**src/rtl/ad9280_adc_decimator.sv**
```systemverilog
// Decimates the AD9280 sample stream before it reaches the scope core.
// Modes: bypass, skip (keep first of N), average (2^k window), peak (max then min).
// Ports:
//   adc_clk, adc_rst_n     sample clock; asynchronous active-low reset
//   enable                 run control, registered together with adc_data
//   mode, ratio, avg_log2  decimation configuration (any change restarts the window)
//   adc_data               raw converter sample
//   out_data, out_valid    decimated sample and its one-cycle strobe
//   out_is_max             peak mode: 1 = window max, 0 = window min
//   window_busy            a window is partially accumulated or a min is pending
module ad9280_adc_decimator #(
   parameter int DATA_WIDTH  = 8,
   parameter int RATIO_WIDTH = 16
) (
   input  logic                   adc_clk,
   input  logic                   adc_rst_n,
   input  logic                   enable,
   input  logic [1:0]             mode,
   input  logic [RATIO_WIDTH-1:0] ratio,
   input  logic [3:0]             avg_log2,
   input  logic [DATA_WIDTH-1:0]  adc_data,
   output logic [DATA_WIDTH-1:0]  out_data,
   output logic                   out_valid,
   output logic                   out_is_max,
   output logic                   window_busy
);

   // Counter must reach 255 for a 256-sample average even with a narrow ratio field.
   localparam int CW = (RATIO_WIDTH > 9) ? RATIO_WIDTH : 9;
   localparam int AW = DATA_WIDTH + 8;

   localparam logic [1:0] ST_IDLE = 2'd0;
   localparam logic [1:0] ST_RUN  = 2'd1;
   localparam logic [1:0] ST_PEND = 2'd2;

   localparam logic [1:0] M_BYP  = 2'b00;
   localparam logic [1:0] M_SKIP = 2'b01;
   localparam logic [1:0] M_AVG  = 2'b10;
   localparam logic [1:0] M_PEAK = 2'b11;

   logic [DATA_WIDTH-1:0]  s0_data;
   logic                   s0_en;
   logic [1:0]             mode_q;
   logic [RATIO_WIDTH-1:0] ratio_q;
   logic [3:0]             avg_log2_q;

   logic [1:0]             state;
   logic [CW-1:0]          cnt;
   logic [AW-1:0]          acc;
   logic [DATA_WIDTH-1:0]  min_v, max_v, pend_min;

   logic [3:0]             shift;
   logic [CW-1:0]          win_len;
   logic                   single, first, last, cfg_chg;
   logic [AW-1:0]          acc_sum;
   logic [DATA_WIDTH-1:0]  nxt_min, nxt_max;

   always_comb begin
      shift   = (avg_log2 > 4'd8) ? 4'd8 : avg_log2;
      win_len = (mode == M_AVG) ? (CW'(1) << shift) : CW'(ratio);
      // Windows of length one degenerate to pass-through.
      single  = (mode == M_BYP) ||
                (mode == M_AVG && shift == 4'd0) ||
                (mode != M_AVG && ratio <= RATIO_WIDTH'(1));
      first   = (cnt == '0);
      last    = (cnt == win_len - CW'(1));
      acc_sum = (first ? '0 : acc) + AW'(s0_data);
      // First sample of a window seeds min/max.
      nxt_min = (first || s0_data < min_v) ? s0_data : min_v;
      nxt_max = (first || s0_data > max_v) ? s0_data : max_v;
      cfg_chg = (mode != mode_q) || (ratio != ratio_q) || (avg_log2 != avg_log2_q);
   end

   assign window_busy = (cnt != '0) || (state == ST_PEND);

   // Stage 0: sample and run control captured together; config snapshot for change detection.
   always_ff @(posedge adc_clk or negedge adc_rst_n) begin
      if (!adc_rst_n) begin
         s0_data    <= '0;
         s0_en      <= 1'b0;
         mode_q     <= '0;
         ratio_q    <= '0;
         avg_log2_q <= '0;
      end else begin
         s0_data    <= adc_data;
         s0_en      <= enable;
         mode_q     <= mode;
         ratio_q    <= ratio;
         avg_log2_q <= avg_log2;
      end
   end

   always_ff @(posedge adc_clk or negedge adc_rst_n) begin
      if (!adc_rst_n) begin
         state      <= ST_IDLE;
         cnt        <= '0;
         acc        <= '0;
         min_v      <= '0;
         max_v      <= '0;
         pend_min   <= '0;
         out_data   <= '0;
         out_valid  <= 1'b0;
         out_is_max <= 1'b0;
      end else begin
         out_valid  <= 1'b0;
         out_is_max <= 1'b0;
         if (!s0_en || (state != ST_IDLE && cfg_chg)) begin
            // Idle, or config changed mid-window: drop partial window and any pending min.
            state <= ST_IDLE;
            cnt   <= '0;
            acc   <= '0;
            min_v <= '0;
            max_v <= '0;
         end else begin
            state <= ST_RUN;
            if (state == ST_PEND) begin
               out_data  <= pend_min;
               out_valid <= 1'b1;
            end
            if (single) begin
               out_data  <= s0_data;
               out_valid <= 1'b1;
               cnt       <= '0;
            end else begin
               // The sample arriving alongside a pending min opens the next window here.
               acc   <= acc_sum;
               min_v <= nxt_min;
               max_v <= nxt_max;
               cnt   <= last ? '0 : cnt + CW'(1);
               if (mode == M_SKIP && first) begin
                  out_data  <= s0_data;
                  out_valid <= 1'b1;
               end
               if (last && mode == M_AVG) begin
                  out_data  <= DATA_WIDTH'(acc_sum >> shift);
                  out_valid <= 1'b1;
               end
               if (last && mode == M_PEAK) begin
                  out_data   <= nxt_max;
                  out_valid  <= 1'b1;
                  out_is_max <= 1'b1;
                  pend_min   <= nxt_min;
                  state      <= ST_PEND;
               end
            end
         end
      end
   end

endmodule

```
**config.mk**
```make
export PLATFORM = sky130hd
export DESIGN_NAME = ad9280_adc_decimator
export DESIGN_NICKNAME = d
export VERILOG_FILES = /design/src/rtl/ad9280_adc_decimator.sv
export SDC_FILE = /design/constraint.sdc
export NUM_CORES = 1
export LEC_CHECK = 0
export BUFFER_PORTS_ARGS = -buffer_cell sky130_fd_sc_hd__buf_2
export CAP_MARGIN = 0
export CORE_ASPECT_RATIO = 0.7
export CORE_MARGIN = 2
export CORE_UTILIZATION = 30
export DETAILED_ROUTE_END_ITERATION = 16
export PLACE_DENSITY_LB_ADDON = 0.12
export SETUP_SLACK_MARGIN = 0.1
export SYNTH_ARGS = -nofsm -noshare
export SYNTH_HDL_FRONTEND = slang
export SYNTH_SLANG_ARGS = --single-unit
```
**constraint.sdc**
```tcl
create_clock -name adc_clk -period 4 [get_ports adc_clk]
set_input_delay 0.8 -clock adc_clk [delete_from_list [all_inputs] [get_ports adc_clk]]
set_output_delay 0.8 -clock adc_clk [all_outputs]
set_load 0.01 [all_outputs]
```
Word-level counts from Yosys, hierarchy flattened --
Index checks and enable logic that the tools add are counted.
Word-level totals: flip-flop bits (word level) 99, output and inout port bits 11, logic and storage cells 89
Operators by class: add/sub/neg operators 3, $lt $le $gt $ge 4, equality and inequality tests 10, shift-type cells 2, mux-type cells 31, bitwise operators 2, reductions and logical operators 23
Operators with widths (number):
- two-way mux 16 bit | 7
- two-way mux 8 bit | 11
- adder 16 x 1 -> 16 bit, second input constant | 1
- adder 16 x 8 -> 16 bit | 1
- == test 16 bit | 1
- <= comparator 16 x 1 -> 1 bit, second input constant | 1
- zero test 16 bit | 1
- != test 16 bit | 1
- nonzero test 16 bit | 1
- left shift 1 x 4 -> 16 bit, first input constant | 1
- right shift 16 x 4 -> 8 bit | 1
- subtractor 16 x 1 -> 16 bit, second input constant | 1
- two-way mux 1 bit | 9
- > comparator 8 bit | 1
- logical OR 1 bit | 8
- < comparator 8 bit | 1
- == test 2 bit, second input constant | 3
- logical AND 1 bit | 6
- two-way mux 2 bit | 3
- nonzero test 5 bit | 1
- > comparator 4 bit, second input constant | 1
- zero test 4 bit | 1
- two-way mux 4 bit | 1
- != test 4 bit | 1
- 10 further kinds | 11

Longest topological paths before layout --
depth in word-level cells 11, mapped depth 20

Least setup slack after synthesis --
Ideal clock, no wire load.
kind flip-flop to flip-flop, from register cnt[0], to register out_data[3], setup time 121 ps, arrival 4313 ps, data required time 3879 ps, path slack -434 ps, stages on the path, launching flop included 21, path buffers 2, cells stage by stage dfrtp_1 inv_1 ha_1 nor3b_1 nand4_1 clkbuf_1 buf_1 and2_1 ha_1 inv_1 fa_1 nor2b_1 o311ai_1 a21oi_1 xor2_1 nand3b_1 o21ai_0 o31a_1 a211o_1 a311o_1 a22o_1
On the way: cells in the longest elaborated chain, start to end 7, elaborated cells on any way between the ends 16, those cells by class 1 x add/sub; 1 x eq/ne; 1 x shift; 6 x mux; 7 x reduce/logical
RTL lines:
- start, declared | RTL line 48 | logic [CW-1:0] cnt;
- start signal, assigned | RTL line 129 | cnt <= last ? '0 : cnt + CW'(1);
- zero test 16 bit | RTL line 65 | first = (cnt == '0);
- two-way mux 16 bit | RTL line 67 | acc_sum = (first ? '0 : acc) + AW'(s0_data);
- adder 16 x 8 -> 16 bit | RTL line 67
- right shift 16 x 4 -> 8 bit | RTL line 135 | out_data <= DATA_WIDTH'(acc_sum >> shift);
- two-way mux 8 bit | RTL line 134 | if (last && mode == M_AVG) begin
- two-way mux 8 bit | RTL line 138 | if (last && mode == M_PEAK) begin
- two-way mux 8 bit | RTL line 120 | if (single) begin
- end signal, assigned | RTL line 121 | out_data <= s0_data;
- end signal, assigned | RTL line 135
- end signal, assigned | RTL line 139 | out_data <= nxt_max;
- end, declared | RTL line 22 | output logic [DATA_WIDTH-1:0] out_data,
Several ways; a longest one is shown, not always the timed one. A chain may end at the register's enable or synchronous reset.

Final worst setup path --
from register cnt[1], to register out_data[0]
Same word-level chain as after synthesis.

==> flow_summary.ini <==
[floorplan]
die_y_um = 134
start_util = 0.306
rows = 47
core_um2 = 23700
top_level_ports = 44
chipWidth_um = 190
dieArea_um2 = 25400

[min_path]
hold_class = reg -> reg
whs_path_depth = 2

[logic_synthesis]
synth_warnings = 0
syn_avg_cell_area_um2 = 8.73
syn_inst = 830
syn_area_um2 = 7250
yosys.area_share.simple = 0.227
synth_top_family_by_area = simple AND/OR/NAND/NOR gates
synth-seq-cells = 98
synthMuxAreaShare = 0.0704
synth-edff-count = 0
synth_compound_area_frac = 0.184
synthXorXnorAreaFrac = 0.0786
ys_types = 89
synth-async-reset-ratio = 1.00
synthAdderAreaFrac = 0.0477
synth_ff_type = dfrtp_1
syn_nets = 890
yosysSeqAreaShare = 0.338

[timing]
finalSetupViolCount = 1
worstMarginPinSlew_ns = 1.14
period_share = 1.00
timing.slew.headroom = 0.237
min_period_ns = 4.01
finalWorstSetupSlack_ns = -0.0109
rsz0062_at_grt = true
drv_slew = 0
fmax_mhz = 249
finalHoldViolCount = 0
timing.hold.ws_ns = 0.501
skew_ns = 0.00676

[outcome]
violations = setup timing
status = finished, violations left

[finish]
final-instance-count-excl-fill = 1275
final_layout_size_suffix_gt1_frac = 0.263
area_growth_syn_to_layout_pct = 26.5
nNetsFinal = 1012
diodes = 0
nFillCells = 2405
multiInputGateArea_um2 = 4750
register_area_um2 = 2450

[worst_setup_path]
path_max_fanout = 5
worstSetupPathType = reg -> reg
reg2reg_depth = 20
arrival_ns = 4.31
critPathRequiredTime_ns = 4.29
startpoint_type = flip-flop
end_kind = flip-flop

[routing]
wirelength_um = 24800
avgRoutedWirePerCell_um = 19.5
num_vias = 6673
first_iter_violations = 419
ant_nets = 0
via_per_inst = 5.23
drc = 0
drtPass1Iterations = 5

[grt]
grt_pass1_wl_um = 39300
grt_pass1_vias = 6412
antenna_found_initial = 0
overflow = 0
grt_max_degree = 61
grt_usage = 0.203

[pwr]
p_total_mw = 2.63
ir_worst_vdd_v = 0.000213
cellPowerDensity_nw_per_um2 = 287
p_sw_frac = 0.327
p_leak_nw = 3.99
power_frac_seq = 0.414
power.switching_uw = 862
pwr-share-clk = 0.335
internal_power_mw = 1.77
comb_power_share = 0.250

[clock_tree]
cts_buffers = 9
clock-root-buffer = clkbuf_16
clock_path_buffers = 2
cts_tree = built
clk_latency_ns = 0.37
clkSlewWorstSetupHoldPaths_ns = 0.07
htree_levels = 3
ctsHoldBuffers = 0
numClockSinks = 98

[placement]
place.port_buffers = 43
dp.cells = 1250
gp_congestion = 0.879
hpwl_um = 18500

[job]
cap_viol_max_count = 0
[logic make-up after synthesis]
logic type	Yosys count
multiplexers	49
AND/OR/NAND/NOR	310
flip-flops	98
XOR/XNOR	65
adder cells (fa/ha/maj)	27
buffers and inverters	85
AO/OA/AOI/OAI	196
[final cells by class]
type	instances	area share
clock buffer	11	0.0265
clock inverter	5	0.00464
inverter	31	0.0127
multi-input combinational	647	0.518
sequential	98	0.267
tap	318	0.0434
timing repair buffer	165	0.128
[power groups by stage]
stage	clock (mW)	combinational [mW]	sequential (mW)
floorplan	0	0.372	1.10
global placement	0	0.632	1.11
detailed placement	0	0.628	1.11
CTS	0.916	0.650	1.09
global route	0.957	0.727	1.10
finish	0.883	0.660	1.09
[synthesized netlist by cell type (4+ instances only)]
cell / n / share of area
mux2_2: 4 / 0.0062
a21o_1: 13 / 0.013
buf_4: 6 / 0.0062
nor3b_1: 6 / 0.0062
nor2_1: 85 / 0.044
nor4_1: 14 / 0.012
nand2_1: 69 / 0.036
buf_6: 6 / 0.0093
xnor2_1: 32 / 0.039
and2_1: 14 / 0.012
mux2i_1: 42 / 0.058
and3_1: 13 / 0.011
or2_2: 4 / 0.0035
nand4_1: 13 / 0.011
o21ai_0: 30 / 0.021
clkbuf_1: 35 / 0.018
nor3_1: 14 / 0.0097
o31ai_1: 6 / 0.0062
o2111ai_1: 4 / 0.0048
or4_1: 4 / 0.0041
nand2b_1: 10 / 0.0086
o22ai_1: 6 / 0.0052
o21ai_1: 9 / 0.0062
inv_1: 29 / 0.015
xor2_1: 33 / 0.040
dfrtp_1: 98 / 0.34
nor2b_1: 8 / 0.0069
o21a_1: 5 / 0.0052
a21oi_1: 43 / 0.030
nand3_1: 25 / 0.017
a22oi_1: 7 / 0.0073
buf_1: 4 / 0.0021
a211o_1: 6 / 0.0073
a31oi_1: 13 / 0.011
a211oi_1: 13 / 0.013
ha_1: 26 / 0.045
[flip-flops by register name, summed over array words and instances, names as in the netlist]
register    count
avg_log2_q      4
min_v           8
out_valid       1
ratio_q        16
mode_q          2
out_is_max      1
out_data        8
s0_en           1
pend_min        8
max_v           8
state           1
cnt            16
acc            16
s0_data         8
[worst paths after layout]
kind                                              start                      end  slack [ns]
min in group asynchronous                     adc_rst_n     ratio_q[1]$_DFF_PN0_        0.53
worst min-delay path            pend_min[1]$_DFFE_PN0P_  pend_min[1]$_DFFE_PN0P_        0.50
worst max-delay path                   cnt[1]$_DFF_PN0_  out_data[0]$_DFFE_PN0P_       -0.01
worst max register to register         cnt[1]$_DFF_PN0_  out_data[0]$_DFFE_PN0P_       -0.01
worst min register to register  pend_min[1]$_DFFE_PN0P_  pend_min[1]$_DFFE_PN0P_        0.50
max in group asynchronous                     adc_rst_n       acc[6]$_DFFE_PN0P_        2.65
[cell usage in the layout, fill, tap and decap left out, drive strengths merged, types with 7 or more instances in the layout]
cell      n
a31oi    13
nor3     16
nor2     85
nand3    26
a22oi     7
ha       26
nor2b     8
a211oi   14
and3     13
a21oi    43
dfrtp    98
and2     15
o22ai     7
nand4    13
clkbuf   11
xor2     33
buf     165
xnor2    32
nor4     14
inv      33
o21ai    39
nand2    69
nand2b   11
mux2i    42
a21o     13
[worst max-delay path, stage by stage, from the launching register on]
cell       delay (ns)
dfrtp_1          0.38
inv_1            0.06
ha_2             0.15
nor3b_4          0.17
nand4_1          0.12
buf_6            0.16
buf_6            0.13
and2_4           0.14
ha_4             0.15
inv_2            0.05
fa_2             0.24
nor2b_4          0.06
o311ai_4         0.40
a21oi_1          0.12
a21o_1           0.21
mux2_4           0.29
mux4_2           0.47
mux2_4           0.30
mux2i_1          0.14
nand2_1          0.07
a2bb2oi_1        0.12
[metrics by stage]
step	TNS, ns	worst slack (ns)	area (um2)	utilization
floorplan	0	0.102	7400	-
global placement	-0.425	-0.119	8560	0.361
detailed placement	-0.478	-0.119	8560	0.361
CTS	0	0.0226	9040	0.381
global route	-1.19	-0.225	9170	0.387
finish	-0.0109	-0.0109	9170	0.387
[timing repair]
item	CTS	global route
setup buffers	4	4
pin swaps	16	22
gates resized for setup	27	26
setup endpoints to repair	8	8
gates cloned	1	0
[layer usage]
layer	GRT usage	wire length, um	up-vias
met5	0	0	-
met1	0.344	13900	3216
met2	0.260	9280	184
met3	0.0327	1390	17
li1	-	-	3256
met4	0.0357	225	0
(Power assumes the default switching activity.)
